==> config.mk <==
export PLATFORM = sky130hd
export DESIGN_NAME = water_fill_controller
export DESIGN_NICKNAME = d
export VERILOG_FILES = /design/src/rtl/water_fill_controller.sv
export SDC_FILE = /design/constraint.sdc
export NUM_CORES = 1
export LEC_CHECK = 0
export ABC_AREA = 1
export CAP_MARGIN = 20
export CORE_UTILIZATION = 45
export CTS_BUF_LIST = sky130_fd_sc_hd__clkbuf_8
export CTS_CLUSTER_SIZE = 16
export DETAILED_ROUTE_END_ITERATION = 8
export PLACE_DENSITY_LB_ADDON = 0.1
export SKIP_LAST_GASP = 1
export SYNTH_ARGS = -nofsm -noshare
export SYNTH_HDL_FRONTEND = slang
export SYNTH_SLANG_ARGS = --single-unit
==> constraint.sdc <==
create_clock -name clk -period 4.8 [get_ports clk]
set_clock_uncertainty 0.05 [all_clocks]
set_input_delay 1.44 -clock clk [delete_from_list [all_inputs] [get_ports clk]]
set_output_delay 1.44 -clock clk [all_outputs]
set_load 0.1 [all_outputs]
==> src/rtl/water_fill_controller.sv <==
// Drum water fill controller: fills to a load-dependent target, settles, holds
// ready until drained, and faults to drain when a fill overruns its time budget.
module water_fill_controller #(
  parameter int unsigned FILL_TIMEOUT  = 200,
  parameter int unsigned SETTLE_CYCLES = 4,
  parameter int unsigned HYST          = 8,
  parameter int unsigned EMPTY_LEVEL   = 4
) (
  input  logic       clk,
  input  logic       reset,
  input  logic       start,
  input  logic       load_ready,
  input  logic [1:0] load_class,
  input  logic [7:0] level_in,
  input  logic       drain_req,
  input  logic       abort,
  input  logic       clear_fault,
  output logic       fill_valve,
  output logic       drain_valve,
  output logic       water_ready,
  output logic       fault,
  output logic [7:0] target_level,
  output logic [7:0] fill_cycles
);

  // Timer may step one past FILL_TIMEOUT on the edge that enters FAULT.
  localparam int unsigned TW = $clog2(FILL_TIMEOUT + 2);
  localparam int unsigned SW = $clog2(SETTLE_CYCLES + 1);

  typedef enum logic [2:0] {
    S_IDLE,
    S_FILL,
    S_SETTLE,
    S_READY,
    S_DRAIN,
    S_FAULT
  } state_e;

  state_e        state_q, state_d;
  logic [7:0]    target_q, target_d;
  logic [7:0]    fill_cnt_q, fill_cnt_d;
  logic [TW-1:0] timer_q, timer_d;
  logic [SW-1:0] settle_q, settle_d;
  logic          fill_valve_q, drain_valve_q, water_ready_q, fault_q;
  logic [7:0]    settle_floor_c;
  logic          empty_c;

  function automatic logic [7:0] class_target(input logic [1:0] cls);
    case (cls)
      2'd0:    class_target = 8'd60;
      2'd1:    class_target = 8'd100;
      2'd2:    class_target = 8'd140;
      default: class_target = 8'd180;
    endcase
  endfunction

  // Level below which a settling drum is considered to have dropped, clamped at 0.
  assign settle_floor_c = (target_q > 8'(HYST)) ? (target_q - 8'(HYST)) : 8'd0;
  assign empty_c        = (level_in <= 8'(EMPTY_LEVEL));

  // Next-state and counter logic.
  always_comb begin
    state_d    = state_q;
    target_d   = target_q;
    fill_cnt_d = fill_cnt_q;
    timer_d    = timer_q;
    settle_d   = settle_q;
    case (state_q)
      S_IDLE: begin
        if (start && load_ready) begin
          state_d    = S_FILL;
          target_d   = class_target(load_class);
          fill_cnt_d = 8'd0;
          timer_d    = '0;
        end
      end
      S_FILL: begin
        if (abort) begin
          state_d = S_DRAIN;
        end else if (level_in >= target_q) begin
          state_d  = S_SETTLE;
          settle_d = '0;
        end else begin
          timer_d = timer_q + TW'(1);
          if (fill_cnt_q != 8'hFF) begin
            fill_cnt_d = fill_cnt_q + 8'd1;
          end
          if (timer_q == TW'(FILL_TIMEOUT)) begin
            state_d = S_FAULT;
          end
        end
      end
      S_SETTLE: begin
        if (abort) begin
          state_d = S_DRAIN;
        end else if (level_in < settle_floor_c) begin
          state_d = S_FILL;
        end else if (level_in >= target_q) begin
          if (settle_q == SW'(SETTLE_CYCLES - 1)) begin
            state_d = S_READY;
          end else begin
            settle_d = settle_q + SW'(1);
          end
        end else begin
          // Inside the hysteresis band: not a drop, but the run is broken.
          settle_d = '0;
        end
      end
      S_READY: begin
        if (abort || drain_req) begin
          state_d = S_DRAIN;
        end
      end
      S_DRAIN: begin
        if (empty_c) begin
          state_d = S_IDLE;
        end
      end
      S_FAULT: begin
        if (clear_fault && empty_c) begin
          state_d = S_IDLE;
        end
      end
      default: state_d = S_IDLE;
    endcase
  end

  // State, counters and decoded outputs share the same edge.
  always_ff @(posedge clk or posedge reset) begin
    if (reset) begin
      state_q       <= S_IDLE;
      target_q      <= 8'd0;
      fill_cnt_q    <= 8'd0;
      timer_q       <= '0;
      settle_q      <= '0;
      fill_valve_q  <= 1'b0;
      drain_valve_q <= 1'b0;
      water_ready_q <= 1'b0;
      fault_q       <= 1'b0;
    end else begin
      state_q       <= state_d;
      target_q      <= target_d;
      fill_cnt_q    <= fill_cnt_d;
      timer_q       <= timer_d;
      settle_q      <= settle_d;
      fill_valve_q  <= (state_d == S_FILL);
      drain_valve_q <= (state_d == S_DRAIN) || (state_d == S_FAULT);
      water_ready_q <= (state_d == S_READY);
      fault_q       <= (state_d == S_FAULT);
    end
  end

  assign fill_valve   = fill_valve_q;
  assign drain_valve  = drain_valve_q;
  assign water_ready  = water_ready_q;
  assign fault        = fault_q;
  assign target_level = target_q;
  assign fill_cycles  = fill_cnt_q;

endmodule

==> out/results.txt, run 1 <==
Status: completed
Worst-Skew Late Latency: 280 ps
Die Span X: 71.9 um
Setup crit end kind: flop
Initial antenna violation count: 0
1st-pass router iterations: 4
I/O pins: 37
Placer Congestion: 0.818
Reg2reg start: target_level[3]
Synth top cells by count: nand2_1 (65), inv_1 (38), dfrtp_1 (32)
Sw frac: 53.8%
DP Area: 0.00259 mm^2
Post CTS Setup Buffer Count: 0
Root Buffer: clkbuf_8
Fin util: 56.8%
WL final: 4550 um
Post-DRT Antenna Nets: 0
First-pass GRT wire length: 8080 um
Number of synthesized flops with an enable pin: 0
Die height: 71.9 um
Vias in the first global route: 1829
Critical Path RT: 4970 ps
Asr flop ratio synth: 100%
All-Layer GR Usage: 20.0%
Top layer reached by signal wires: met4
Sw Pwr: 782 uW
Setup Viol. Count Final: 0
Actual slew at the worst max-slew pin: 973 ps
GRT overflow: 0
Initial Util: 46.6%
Combinational share of power: 59.3%
H-tree levels: 2
Wire length on met1: 2240 um
Fin nets: 362
LEAKAGE: 1.31 nW
Unrepaired setup endpoints after global routing: no
PwrDens: 542 mW/mm^2
Synth area leaders: dfrtp_1 (36%), ha_1 (13%), nand2_1 (11%)
Flops & latches, synth: 32
Fin crit period: 3550 ps
Most frequent cell after synthesis: nand2_1
Startpoint Class: input pin
Final Power: 1.46 mW
Fin. max-slew vios: 0
Setup TNS: 0 ps
Die Area: 0.00517 mm^2
Crit path kind: input pin to flop
Share of layout cells above drive strength 1: 6.48%
Post-Syn Area per Cell: 7.72 um^2
Area grow syn2layout: 22.0%
CTS tree: built
Vias: 1937
Fillers: 449
Clock-pin slew on the worst setup and hold paths: 70 ps
CP max FO: 14
Ant. Diodes: 0
Syn. warnings: 0
Core Area: 0.00472 mm^2
Vias per Instance: 4.95
Critical Path AT: 3720 ps
FP Rows: 25
Synth area leader: dfrtp_1
Max-slew headroom: 34.9%
Largest net degree at the start of global routing: 33
CTS max path bufs: 2
Resize count post-CTS: 0
Cts hold-fix bufs: 0
Hold/Removal Path Class: flop to flop
HP Start: settle_q[2]
CTS Buf Count: 5
Max Cap Violations: 0
Primary FF master, synth: dfrtp_1
Clock Power Share: 14.5%
Reg area: 801 um^2
Hold violation total from the final report: 0
Fin crit share: 74.0%
P_int: 673 uW
Achievable Freq: 282 MHz
Metal3 WL: 187 um
Clock sinks: 32
1st-iter DRT viols: 100
DP HPWL: 3450 um
Wire length on met2: 2030 um
Number of distinct library cells after synthesis: 32
Worst vdd ir: 0.463 mV
Synth Cell Area: 0.00220 mm^2
WL/cell: 11.6 um
Flop pwr share: 26.2%
Synth Instances: 285
Synth top area share: 36.4%
Non-Filler Cell Area, Final: 0.00268 mm^2
Multi-input logic area: 0.00120 mm^2
Source of the critical timing path: level_in[7]
Register area share after synthesis: 36.4%
Port Buffers: 34
DRC violations left: 0
-- per-stage QoR --
| stage | hold slack, ps | setup WS, ps | instances |
|---|---|---|---|
| after CTS | 454 | 1240 | 391 |
| after detailed placement | 435 | 941 | 383 |
| after global routing | 487 | 937 | 391 |
| after global placement | 425 | 1050 | 383 |
| final | 447 | 1250 | 391 |
| after floorplan | 403 | 1830 | 286 |
-- critical path, cell delays in order --
cell and delay, ps:
clkdlybuf4s50_1 460, ha_1 330, nand2_1 120, inv_1 50, a21oi_1 140, nand3_1 210
nand2_1 180, nand2_2 200, nor2_4 290, nand2_1 110, nand2_1 70, nand2_1 40
nor2_1 80
-- metal layers --
metal  vias up  track usage [%]
li1       1003                -
met1       885             27.0
met2        41             31.1
met3         8             5.69
met4         0             6.75
met5         -                0
-- layout make-up --
type / instances / share of cell area [%]
Clock buffer: 6 / 3.08
Timing Repair Buffer: 35 / 13.0
Clock inverter: 2 / 0.280
Tap cell: 67 / 3.13
Multi-Input combinational cell: 207 / 44.8
Sequential cell: 32 / 29.9
Inverter: 42 / 5.88
-- sequential cells by signal (all words and copies together), names as in the netlist, 3 cells and up --
signal	count
fill_cycles	8
timer_q	8
target_level	6
settle_q	3
state_q	3
-- power by group through the flow --
stage | Clock (mW) | Sequential, mW | Combinational, mW
after floorplan | 0 | 0.675 | 0.390
after global placement | 0 | 0.386 | 0.856
after detailed placement | 0 | 0.386 | 0.864
after CTS | 0.220 | 0.382 | 0.870
after global routing | 0.228 | 0.391 | 0.953
final | 0.211 | 0.382 | 0.863
-- cell families (layout without fill, tap and decap cells) --
family / Yosys count / after routing / synth area share, %
buffers and inverters: 47 / 85 / 9.10
flip-flops: 32 / 32 / 36.4
AO/OA/AOI/OAI: 38 / 38 / 10.0
adder cells (fa/ha/maj): 22 / 22 / 12.5
other: 1 / 2 / 0.170
XOR/XNOR: 7 / 7 / 2.79
AND/OR/NAND/NOR: 138 / 138 / 29.0
-- final timing paths --
kind | depth (start not counted) | slack [ps] | endpoint
max | 13 | 1250 | fill_cycles[5]
min reg2reg | 2 | 450 | settle_q[2]
min | 2 | 450 | settle_q[2]
max in group asynchronous | 3 | 2920 | timer_q[2]
min in group asynchronous | 3 | 1490 | fill_cycles[5]
max reg2reg | 12 | 2400 | settle_q[1]
-- placed cells by master, fill, tap and decap left out, drive strengths merged --
| master | n |
|---|---|
| nand2 | 66 |
| clkinv | 1 |
| nand3 | 23 |
| or2 | 2 |
| xor2 | 6 |
| nand4 | 9 |
| nand3b | 2 |
| buf | 1 |
| xnor2 | 1 |
| dfrtp | 32 |
| clkbuf | 6 |
| nor3 | 6 |
| o21ai | 23 |
| nor4 | 3 |
| o31ai | 5 |
| conb | 2 |
| o21a | 2 |
| a21oi | 8 |
| inv | 43 |
| ha | 22 |
| clkdlybuf4s50 | 34 |
| nor2 | 27 |
(Power assumes the default switching activity.)
==> run 2: changes to the inputs <==
Clock period 4.8 ns to 3.7 ns, I/O delays scaled along.
==> out/results.txt, run 2 (synthesized netlist as in run 1, its figures left out) <==
Status: completed
Post-DRT Antenna Nets: 0 (unchanged)
Worst path max stage delay: 460 ps (about the same)
DP HPWL: 3590 um (+4.0%)
Crit-path leading delay family: simple AND/OR/NAND/NOR gates
Die Span X: 71.9 um (unchanged)
Worst vdd ir: 0.630 mV (+36%)
1st-iter DRT viols: 66 (-34%)
PwrDens: 717 mW/mm^2 (+32%)
Setup Viol. Count Final: 0 (unchanged)
Worst-Skew Late Latency: 280 ps (about the same)
Achievable Freq: 322 MHz
Die Area: 0.00517 mm^2 (unchanged)
Critical Path AT: 3260 ps (-460 ps)
Clock-pin slew on the worst setup and hold paths: 60 ps (about the same)
Post-place setup slack: 299 ps (-642 ps)
Cts hold-fix bufs: 0 (unchanged)
GRT overflow: 0 (unchanged)
Vias per Instance: 5.00 (+0.88%)
CTS Buf Count: 5 (unchanged)
Die height: 71.9 um (unchanged)
GRT met2 Usage: 33.1% (+2.0 points)
Placer Congestion: 0.838 (+2.4%)
Initial Util: 46.6% (unchanged)
CTS max path bufs: 2 (unchanged)
CP max FO: 11 (-3)
WL/cell: 12.0 um (+2.9%)
Post CTS Setup Buffer Count: 0 (unchanged)
FP Rows: 25 (unchanged)
Initial antenna violation count: 0 (unchanged)
Clock sinks: 32 (unchanged)
WL final: 4680 um (+2.9%)
Resize count post-CTS: 0 (unchanged)
Most frequent cells in the layout: nand2_1 (65), inv_1 (38), dfrtp_1 (32)
Hold/Removal Path Class: flop to flop
Share of layout cells above drive strength 1: 12.7% (+6.2 points)
Fin crit share: 84.0%
Unrepaired setup endpoints after global routing: no
Worst Path Buf+Inv: 2 (unchanged)
Crit-path slowest cell: clkdlybuf4s50_1
Critical Path RT: 3850 ps (-1120 ps)
Ant. Diodes: 0 (unchanged)
Vias in the first global route: 1932 (+5.6%)
Max Cap Violations: 0 (unchanged)
Max-slew headroom: 64.9% (+30 points)
Met3 usage: 3.75% (-1.9 points)
Port Buffers: 34 (unchanged)
GRT Max-Usage Layer: met2
Actual slew at the worst max-slew pin: 525 ps (-448 ps)
Fin. max-slew vios: 0 (unchanged)
Setup crit end kind: flop
Fillers: 468 (+4.2%)
First-pass GRT wire length: 8570 um (+6.1%)
All-Layer GR Usage: 20.6% (+0.59 points)
Setup TNS: 0 ps (unchanged)
Fin nets: 363 (+0.28%)
Fin crit period: 3110 ps
Root Buffer: clkbuf_8
H-tree levels: 2 (unchanged)
Startpoint Class: input pin
1st-pass router iterations: 4 (unchanged)
LEAKAGE: 1.34 nW (+2.2%)
Hold violation total from the final report: 0 (unchanged)
Final worst setup slack: 592 ps (-658 ps)
Most common cell after layout, fill and taps aside: nand2_1
Area grow syn2layout: 20.5%
Met1 GRT Util: 29.3% (+2.4 points)
Largest net degree at the start of global routing: 33 (unchanged)
Cell repeated most along the worst path: nand2_1
DRC violations left: 0 (unchanged)
Crit path kind: input pin to flop
CTS tree: built
Crit-path cells: clkdlybuf4s50_1, ha_1, nand2_1, inv_1, a21oi_1, nand3_1, nand2_1, nand2_2, nor2_4, nand2_1, nand2_1, nand2_1, nor2_1
I/O pins: 37 (unchanged)
Vias: 1954 (+0.88%)
Core Area: 0.00472 mm^2 (unchanged)
==> run 2: cell count changes in the layout (fill, tap and decap cells not counted), sizes merged <==
cell,before,now
clkdlybuf4s50,34,16
buf,1,20
clkbuf,6,7
inv,43,41
==> run 2: layout make-up <==
cell class              count  area [um^2]  area share (%)
multi-input cells         207         1200            45.4
flip-flops and latches     32          801            30.2
repair buffers             36          310            11.7
inverters                  42          158            5.95
clock buffers               7         96.3            3.63
well taps                  67         83.8            3.16
==> run 2: worst paths after layout <==
| check | cells after the start | start | slack (ps) | to |
|---|---|---|---|---|
| hold / removal | 2 | settle_q[1] | 450 | settle_q[1] |
| max in group asynchronous | 3 | reset | 2130 | fill_cycles[3] |
| min in group asynchronous | 3 | reset | 1170 | fill_cycles[5] |
| setup reg to reg | 13 | target_level[3] | 1290 | settle_q[0] |
| hold reg to reg | 2 | settle_q[1] | 450 | settle_q[1] |
| setup / recovery | 13 | level_in[7] | 590 | fill_cycles[5] |
==> run 2: worst min-delay path: cells and delay by family (launching register included) <==
family	cells	cell delay, ps
and+or+nand+nor	1	50
AOI/OAI and AO/OA	1	60
DFF	1	350
==> run 2: power breakdown <==
part,leakage [nW],switching [mW],internal (mW)
registers,0.426,0.0742,0.422
clock network,0.0503,0.123,0.166
logic,0.864,0.824,0.293
==> run 2: metal layers <==
metal  up-vias  part of all wire (%)
met5         -                     0
met2        33                    45
met4         0                  0.41
met3         2                   2.5
li1       1002                     -
met1       917                    52
==> run 2: metrics by stage <==
step                      hold WS, ps  std cells  area (um^2)  power (mW)  utilization, %
after CTS                         448        391         2650        1.92            56.1
after detailed placement          433        384         2550        1.62            54.1
final                             450        391         2650        1.90            56.1
after global routing              492        391         2650        2.05            56.1
after global placement            426        384         2550        1.60            54.1
after floorplan                   403        286         2200        1.38               -
==> RTL edit 1: new RTL, flow settings as in run 2 <==
Register the output `target_level` once more, cleared by the reset; this adds one clock of latency there. The other outputs are not delayed to match.
--- a/src/rtl/water_fill_controller.sv
+++ b/src/rtl/water_fill_controller.sv
@@ -155,5 +155,11 @@
   assign water_ready  = water_ready_q;
   assign fault        = fault_q;
-  assign target_level = target_q;
+  always_ff @(posedge clk or posedge reset) begin
+    if (reset) begin
+      target_level <= '0;
+    end else begin
+      target_level <= target_q;
+    end
+  end
   assign fill_cycles  = fill_cnt_q;
 
Formal check against the unedited RTL: not equivalent (Yosys sat finds a counterexample within 4 cycles, from zero or initial values and one cycle with reset high).
==> RTL edit 1 against run 2 <==
- die area is 10% higher
- sequential cell count is 6 higher
- count of clock-buffer cells in the layout is 1 lower
- power is 6.5% higher
- setup slack better by 0.14 ns
- wire length is 1.1% lower
- area after synthesis is 10% higher
- combinational power is 9% lower
- sequential power is 15% higher
- design area is 9.6% higher
- maximum frequency is 4.9% higher
==> RTL edit 1: results (changes against run 2) <==
GP Congestion -> 0.800 (-4.5%)
Clk pin slew, worst setup/hold paths -> 0.08 ns (+0.02 ns)
Fin Hold WS -> 0.390 ns (-0.0609 ns)
Switch Pwr -> 0.000952 W (-6.8%)
Ranking of synthesized cells by area -> dfrtp_1, ha_1, nand2_1
Total GRT Usage -> 18.2% (-2.4 points)
Initial DRC Count -> 70 (+6.1%)
Path depth of the worst reg2reg path -> 11 (-2)
Via Count -> 1,949 (-0.26%)
Vias in the first global route -> 1,768 (-8.5%)
First-pass GRT wire length -> 7830 microns (-8.6%)
Slew headroom -> 65.4% (+0.52 points)
Outcome -> completed
DRT met1 WL -> 2310 microns (-4.9%)
WHS Path Cells -> 0 (-2)
Reg2Reg Setup Slack -> 1.33 ns (+0.04 ns)
HPWL after detailed placement -> 3660 microns (+2.0%)
Met2 wire len -> 2170 microns (+2.4%)
Worst Hold Endpoint -> target_level[3]
Final WL -> 4630 microns (-1.1%)
Layout cells sized above 1 -> 17.0% (+4.3 points)
Worst reg2reg startpoint -> target_q[3]
Met3 routed WL -> 115 microns (-0.86%)
Number of CTS-inserted buffers -> 5 (unchanged)
Nets -> 374 (+3.0%)
Largest net degree at the start of global routing -> 25 (-24%)
Critical path peak fanout -> 17 (+6)
Leak -> 1.46 nW (+9.2%)
Seq/Total Area, Yosys -> 39.2% (+2.8 points)
Top delay family on crit path -> simple AND/OR/NAND/NOR gates
Fill count -> 493 (+5.3%)
Post-synth top cells -> nand2_1, dfrtp_1, inv_1
R2r endpoint -> settle_q[0]
## RTL edit 1: area by class of cell
cell class | count | area, sq um | share of cell area (%)
clock buffers | 6 | 82.6 | 2.84
clock inverters | 2 | 60.1 | 2.07
inverters | 42 | 163 | 5.60
multi-input cells | 212 | 1250 | 43.1
flip-flops and latches | 38 | 951 | 32.7
well taps | 70 | 87.6 | 3.01
repair buffers | 36 | 310 | 10.7
## RTL edit 1: how the worst max path moves through the flow
stage | startpoint | end | slack, ns | cells past startpoint
floorplan | level_in[7] | fill_cycles[0] | 1.07 | 12
global placement | level_in[7] | fill_cycles[4] | 0.46 | 13
detailed placement | level_in[7] | fill_cycles[4] | 0.42 | 13
CTS | level_in[7] | fill_cycles[4] | 0.73 | 13
global route | level_in[7] | fill_cycles[4] | 0.58 | 13
finish | level_in[7] | fill_cycles[4] | 0.74 | 13
## RTL edit 1: cells by family after synthesis
kind of cell / Yosys count / synth area share, %
other cells: 1 / 0.154
flops: 38 / 39.2
buf+inv: 48 / 9.38
compound gates: 32 / 7.73
xor+xnor: 7 / 2.53
simple gates: 149 / 29.7
fa+ha+maj: 22 / 11.3
## RTL edit 1: worst reg2reg max path, stage by stage, from the launching register on
cell and delay [ns]:
dfrtp_1 0.41, inv_1 0.16, ha_1 0.19, nand2_1 0.07, o21ai_0 0.14, nand3_1 0.09, ha_1 0.30, nand2_1 0.08
o21a_1 0.21, nand3_1 0.10, nand4_1 0.21, o21ai_0 0.26
## RTL edit 1: through the flow
step | area [sq um] | setup slack (ns) | utilization [%] | cells
after floorplan | 2430 | 1.07 | - | 298
after global placement | 2760 | 0.458 | 53.8 | 398
after detailed placement | 2760 | 0.419 | 53.8 | 398
after CTS | 2910 | 0.730 | 56.5 | 406
after global routing | 2910 | 0.576 | 56.5 | 406
final | 2910 | 0.736 | 56.5 | 406
## RTL edit 1: power groups by stage
stage / combinational, W / sequential [W] / clock [W]
floorplan: 0.000530 / 0.000889 / 0
global placement: 0.00102 / 0.000578 / 0
detailed placement: 0.00103 / 0.000579 / 0
CTS: 0.00103 / 0.000573 / 0.000446
global route: 0.00112 / 0.000587 / 0.000461
finish: 0.00102 / 0.000572 / 0.000435
## RTL edit 1: layer usage
| metal | vias up | global-route usage (%) |
|---|---|---|
| li1 | 1032 | - |
| met4 | 0 | 5.35 |
| met3 | 4 | 2.78 |
| met1 | 882 | 24.0 |
| met2 | 31 | 31.1 |
| met5 | - | 0 |
==> RTL edit 2: new RTL, settings of run 2 <==
Made on the original files. The parameter `SETTLE_CYCLES` goes from 4 to 2.
--- a/src/rtl/water_fill_controller.sv
+++ b/src/rtl/water_fill_controller.sv
@@ -3,5 +3,5 @@
 module water_fill_controller #(
   parameter int unsigned FILL_TIMEOUT  = 200,
-  parameter int unsigned SETTLE_CYCLES = 4,
+  parameter int unsigned SETTLE_CYCLES = 2,
   parameter int unsigned HYST          = 8,
   parameter int unsigned EMPTY_LEVEL   = 4
Check against the original RTL: not equivalent (a bounded check fails within 10 cycles, from zero or initial values and one cycle with reset high).
==> RTL edit 2 against run 2 <==
- the run now ends with DRC left
- area after synthesis shrank 2.6%
- die area down 2.5%
- critical path depth decreased by 2
- worst hold slack improved by 0.0037 ns
- sequential share of layout area is 0.38 points lower
- count of clock-buffer cells in the layout is the same
- wire length is 7.0% lower
- design area decreased by 1.9%
- power fell by 3.3%
- utilization up 2.0 points
- setup slack improved by 0.16 ns
- register-to-register slack gained 0.10 ns
- sequential cell count is 1 lower
- largest cell class unchanged
==> RTL edit 2: results (changes against run 2) <==
Compound-cell area share of the yosys netlist -> 9.46% (-0.55 points)
Xor/xnor share of the synthesized area -> 3.68% (+0.89 points)
Final period util -> 79.6% (-4.4 points)
Path depth of the worst reg2reg path -> 15 (+2)
Post-Synth Adder-Cell Area -> 12.3% (-0.26 points)
Violated checks -> DRC
HPWL after detailed placement -> 3390 microns (-5.7%)
Via Count -> 1,881 (-3.7%)
TritonRoute pass-1 iters -> 8 (+4)
GR Util met2 -> 28.5% (-4.6 points)
Nets -> 360 (-0.83%)
Met3 Use GR -> 4.56% (+0.81 points)
Outcome -> finished with violations
Worst setup path end -> fill_cycles[6]
Avg Vias per Cell -> 5.02 (+0.37%)
Residual DRC -> 2 (+2)
Initial DRC Count -> 75 (+14%)
Placed instance count -> 367 (-4.4%)
Reg2Reg Setup Slack -> 1.39 ns (+0.10 ns)
Post-synth top cells -> nand2_1, inv_1, dfrtp_1
CP Data Arrival Time -> 3.11 ns (-0.15 ns)
GP Congestion -> 0.878 (+4.7%)
Largest net degree at the start of global routing -> 17 (-48%)
Sw Ratio -> 52.9% (-0.85 points)
Count of different cell masters after synthesis -> 30 (-6.3%)
Met2 wire len -> 1830 microns (-14%)
## RTL edit 2: final cells by class
type,count,area (sq um)
sequential,31,776
fill,444,1870
multi-input combinational,201,1160
clock buffer,7,96.3
tap,52,65.1
clock inverter,1,7.51
inverter,45,169
timing repair buffer,38,325
## RTL edit 2: power by group through the flow
stage | combinational (W) | clock [W] | sequential (W)
finish | 0.00106 | 0.000295 | 0.000481
global route | 0.00117 | 0.000319 | 0.000493
floorplan | 0.000476 | 0 | 0.000851
CTS | 0.00107 | 0.000304 | 0.000482
detailed placement | 0.00107 | 0 | 0.000487
global placement | 0.00105 | 0 | 0.000489
## RTL edit 2: critical path, cell delays in order
cell,delay [ns]
clkdlybuf4s50_1,0.46
ha_1,0.33
clkinv_1,0.05
nor2_1,0.03
o21ai_0,0.20
nand3_2,0.18
o21ai_2,0.18
inv_2,0.11
nor2_4,0.26
nand3_1,0.11
o21ai_1,0.09
